`src/rtl/ring_phase_tracker.sv`:
```
// One-hot ring phase decoder and sequence checker; outputs registered, 1-cycle latency, no backpressure.
// Define RING_TRACK_ERRCNT_EN to add the saturating ERR_CNT lock-loss counter.
module ring_phase_tracker #(
    parameter int N        = 8,
    parameter int LOCK_CNT = 3,
    localparam int W       = $clog2(N)
) (
    input  logic         CLK,
    input  logic         RESET,
    input  logic [N-1:0] RING,
    input  logic         ADV,
    output logic [W-1:0] INDEX,
    output logic         VALID,
    output logic         LOCKED,
    output logic         ERR,
    output logic [1:0]   ERR_CODE
`ifdef RING_TRACK_ERRCNT_EN
    ,
    output logic [7:0]   ERR_CNT
`endif
);

    typedef enum logic [1:0] {
        S_SEARCH = 2'd0,
        S_TRACK  = 2'd1,
        S_LOCK   = 2'd2
    } state_t;

    localparam logic [1:0] CODE_ZERO  = 2'b01;
    localparam logic [1:0] CODE_MULTI = 2'b10;
    localparam logic [1:0] CODE_POS   = 2'b11;

    state_t         state, state_nxt;
    logic [3:0]     good, good_nxt;
    logic [W-1:0]   prev_idx;
    logic           prev_adv;
    logic           err_nxt;
    logic [1:0]     code_nxt;

    logic           onehot;
    logic           zero;
    logic [W-1:0]   pos;
    logic [W-1:0]   exp_idx;
    logic           hit;

    always_comb begin
        pos = '0;
        for (int i = 0; i < N; i++) begin
            if (RING[i]) pos = W'(i);
        end
    end

    assign onehot  = $onehot(RING);
    assign zero    = ~|RING;
    // Wrap is explicit so non-power-of-two rings work too.
    assign exp_idx = !prev_adv ? prev_idx :
                     (prev_idx == W'(N - 1)) ? '0 : prev_idx + 1'b1;
    assign hit     = onehot && (pos == exp_idx);

    always_comb begin
        state_nxt = state;
        good_nxt  = good;
        err_nxt   = 1'b0;
        code_nxt  = ERR_CODE;
        case (state)
            S_SEARCH: begin
                if (onehot) begin
                    state_nxt = S_TRACK;
                    good_nxt  = '0;
                end
            end
            S_TRACK: begin
                if (!onehot) begin
                    state_nxt = S_SEARCH;
                    good_nxt  = '0;
                end else if (hit) begin
                    if (good + 4'd1 == 4'(LOCK_CNT)) begin
                        state_nxt = S_LOCK;
                        good_nxt  = '0;
                    end else begin
                        good_nxt = good + 4'd1;
                    end
                end else begin
                    good_nxt = '0;
                end
            end
            S_LOCK: begin
                if (!hit) begin
                    err_nxt   = 1'b1;
                    code_nxt  = zero ? CODE_ZERO : (!onehot ? CODE_MULTI : CODE_POS);
                    state_nxt = onehot ? S_TRACK : S_SEARCH;
                    good_nxt  = '0;
                end
            end
            default: begin
                state_nxt = S_SEARCH;
                good_nxt  = '0;
            end
        endcase
    end

    always_ff @(posedge CLK) begin
        if (RESET) begin
            state    <= S_SEARCH;
            good     <= '0;
            prev_idx <= '0;
            prev_adv <= 1'b0;
            INDEX    <= '0;
            VALID    <= 1'b0;
            LOCKED   <= 1'b0;
            ERR      <= 1'b0;
            ERR_CODE <= 2'b00;
        end else begin
            state    <= state_nxt;
            good     <= good_nxt;
            VALID    <= onehot;
            LOCKED   <= (state_nxt == S_LOCK);
            ERR      <= err_nxt;
            ERR_CODE <= code_nxt;
            if (onehot) begin
                INDEX    <= pos;
                prev_idx <= pos;
                prev_adv <= ADV;
            end
        end
    end

`ifdef RING_TRACK_ERRCNT_EN
    always_ff @(posedge CLK) begin
        if (RESET) begin
            ERR_CNT <= 8'd0;
        end else if (err_nxt && ERR_CNT != 8'hFF) begin
            ERR_CNT <= ERR_CNT + 8'd1;
        end
    end
`endif

endmodule

```
`config.mk`:
```
export PLATFORM = sky130hd
export DESIGN_NAME = ring_phase_tracker
export DESIGN_NICKNAME = d
export VERILOG_FILES = /design/src/rtl/ring_phase_tracker.sv
export SDC_FILE = /design/constraint.sdc
export NUM_CORES = 1
export LEC_CHECK = 0
export BUFFER_PORTS_ARGS = -buffer_cell sky130_fd_sc_hd__buf_4
export CORE_ASPECT_RATIO = 1.5
export CORE_MARGIN = 5
export CORE_UTILIZATION = 45
export CTS_BUF_LIST = sky130_fd_sc_hd__clkbuf_4 sky130_fd_sc_hd__clkbuf_8
export DETAILED_ROUTE_END_ITERATION = 10
export PLACE_DENSITY = 0.62
export SYNTH_ARGS = -nofsm -noshare
export SYNTH_HDL_FRONTEND = slang
export SYNTH_SLANG_ARGS = --single-unit
```
`constraint.sdc`:
```
create_clock -name CLK -period 5.1 [get_ports CLK]
set_input_delay 0.255 -clock CLK [delete_from_list [all_inputs] [get_ports CLK]]
set_output_delay 0.255 -clock CLK [all_outputs]
set_load 0.05 [all_outputs]
```
==> results.toml <==
[drt]
wl_per_cell_um = 13.2
drt-total-wl_mm = 2.23
postRouteAntennaNets = 0
drtIter0Drc = 12
first_pass_iters = 4
vias = 919
drc = 0
drt-vias-per-instance = 5.44

[critical_path]
cp_max_fo = 8
crit_top_cell = "fa_1"
slowest_stage = "o41a_2"
worstSetupPathType = "in2reg"
crit_required_ns = 5.27
critPathMaxStageDelay_ns = 0.57
path_buf_inv = 4
cp_top_family = "adder cells"
worstPathArrival_ns = 3.95
cp-start-kind = "primary input"
worstSetupEndpointType = "register"
crit_chain = "buf_4 > inv_1 > fa_1 > fa_1 > fa_1 > inv_1 > ha_1 > inv_1 > fa_1 > nand2_2 > o41a_2 > o31ai_4 > mux2_2"

[placed_design]
io_buffer_count = 18
hpwl_mm = 1.93
gp_congestion = 0.868

[die]
initial_core_util_pct = 47.1
num_io_pins = 19
core-area_sq_mm = 0.00248
core.rowCount = 22
fp.dieW_um = 51.6
dieArea_sq_mm = 0.00373
die_y_um = 72.4

[synth]
ys_top_cells_by_area = "dfxtp_1 26%, ha_1 8.6%, fa_1 6.9%"
ys.flop_type = "dfxtp_1"
synth_top_area_cell = "dfxtp_1"
synth_seq_cells = 15
syn_inst = 124
synth_top_cell_area_share_pct = 25.7
ys_warn_count = 0
synthArstFlopShare_pct = 0
syn-cell-area_sq_mm = 0.00117
ys_seq_area_share_pct = 25.7
yosysUniqueCellTypes = 47
syn_area_per_cell_sq_um = 9.41
synth_edf_count = 0
syn-num-nets = 147

[pwr]
ir_drop_uv = 211
powerDensity_mw_per_mm2 = 314
power.total_mw = 0.426
p_leak_nw = 0.584

[global_routing]
gr-usage-met2_pct = 24.6
busiest_layer = "met2"
gr-usage-met1_pct = 14.2
grt_pass1_wl_mm = 3.88
grt_start_max_net_pins = 11
grt_pass1_vias = 951
gr-usage-all-layers_pct = 13.7
gr-usage-met3_pct = 1.23
antenna_found_initial = 0
globalRouteOverflowTotal = 0

[sta]
slew_viol_final = 0
worst_pin_slew_ns = 0.640
setup_viol = 0
clock-skew-final_ns = 0.00305
rsz0062_at_grt = "no"
relSlewSlack_pct = 56.9
fmax_ghz = 0.265
post-route-period-util_pct = 74.1
hold_violations = 0
tns_ns = 0
post-route-min-period_ns = 3.78

[clock_tree]
hold_buffers = 0
tritoncts = "yes"
htreeDepth = 1
clkSinkCount = 15
clock_latency_ns = 0.28
cts_post_setup_buffers_inserted = 0
post_cts_resized = 0
cts_buffers = 3
root_buffer = "clkbuf_4"
clk_pin_slew_worst_paths_ns = 0.09
clk_path_buf_depth = 2

[final_layout]
fillers = 223
drive_gt1_share_pct = 28.3
multi_input_area_sq_um = 800
seq_area_sq_um = 300
area_growth_syn_to_layout_pct = 16.2
n_antenna_cell = 0
nets = 169

[job]
maxCapViolations = 0

[hold_path]
hold_class = "in2reg"

[outcome]
status = "completed"
worst register-to-register path: cells and delay by family (launching register included):
family                   cells  cell delay (ns)
multiplexers                 2             0.53
adder cells (fa/ha/maj)      2             0.49
flip-flops                   1             0.37
AO/OA/AOI/OAI                1             0.24
XOR/XNOR                     1             0.20
AND/OR/NAND/NOR              1             0.13
report_power, final:
part	internal, mW	switching [mW]	total (mW)
logic	0.0836	0.134	0.218
clock network	0.0291	0.0365	0.0656
registers	0.129	0.0137	0.143
total	0.242	0.184	0.426
cell families after synthesis:
group | after synthesis | synth area share [%]
adders and majority gates | 12 | 15.4
buffers and inverters | 18 | 5.79
DFF | 15 | 25.7
xor gates and xnor gates | 3 | 4.50
AOI/OAI and AO/OA | 28 | 22.4
and+or+nand+nor | 44 | 22.3
muxes | 4 | 3.86
synthesized netlist by cell type (2+ instances only):
cell type	instances
o21ai_0	2
nor2_1	10
inv_1	16
mux2i_1	2
a21oi_1	7
nor4_1	2
nand2_1	10
dfxtp_1	15
fa_1	4
nand2b_1	4
nor2b_1	2
a221oi_1	2
o21ai_2	3
nor3_1	4
a31oi_1	2
ha_1	8
area by class of cell:
class / instances / area share [%]
Clock inverter: 1 / 0.369
Inverter: 17 / 4.70
Timing Repair Buffer: 18 / 9.96
Tap cell: 24 / 2.21
Sequential cell: 15 / 22.1
Multi-Input combinational cell: 91 / 58.9
Clock buffer: 3 / 1.66
routing by layer:
metal  wire length [um]  share of wire, %
met1                864                39
met2               1280                58
met3                 49               2.2
met4                 34               1.5
met5                  0                 0
final timing paths:
| kind | cells past startpoint | slack, ns | start | to |
|---|---|---|---|---|
| worst min register to register | 2 | 0.48 | ERR_CODE[0] | ERR_CODE[0] |
| worst max register to register | 7 | 3.04 | prev_idx[0] | ERR_CODE[1] |
| worst max-delay path | 13 | 1.32 | RING[1] | ERR_CODE[1] |
| worst min-delay path | 2 | 0.21 | RESET | ERR |
state kept, by name, summed over array words and instances (netlist names):
signal and cells:
ERR 1, ERR_CODE 2, LOCKED 1, VALID 1, good 4, prev_adv 1, prev_idx 3, state 2
per-stage QoR:
stage                     instance area [sq um]  util [%]  cells  hold WS, ns  worst slack [ns]
final                                      1360      54.7    169        0.213              1.32
after global routing                       1360      54.7    169        0.204              1.14
after CTS                                  1360      54.7    169        0.203              1.31
after detailed placement                   1330      53.6    165        0.466             0.991
after global placement                     1330      53.6    165        0.462              1.06
after floorplan                            1170         -    124        0.391              1.29
cell usage in the layout, fill, tap and decap left out, types with 3 or more instances in the layout:
master and instances:
a21oi_1 7, buf_4 18, clkbuf_4 3, dfxtp_1 15
fa_1 4, ha_1 8, inv_1 16, nand2_1 10
nand2b_1 4, nor2_1 10, nor3_1 4, o21ai_2 3
Note: power is estimated with default switching activity, not from simulation.
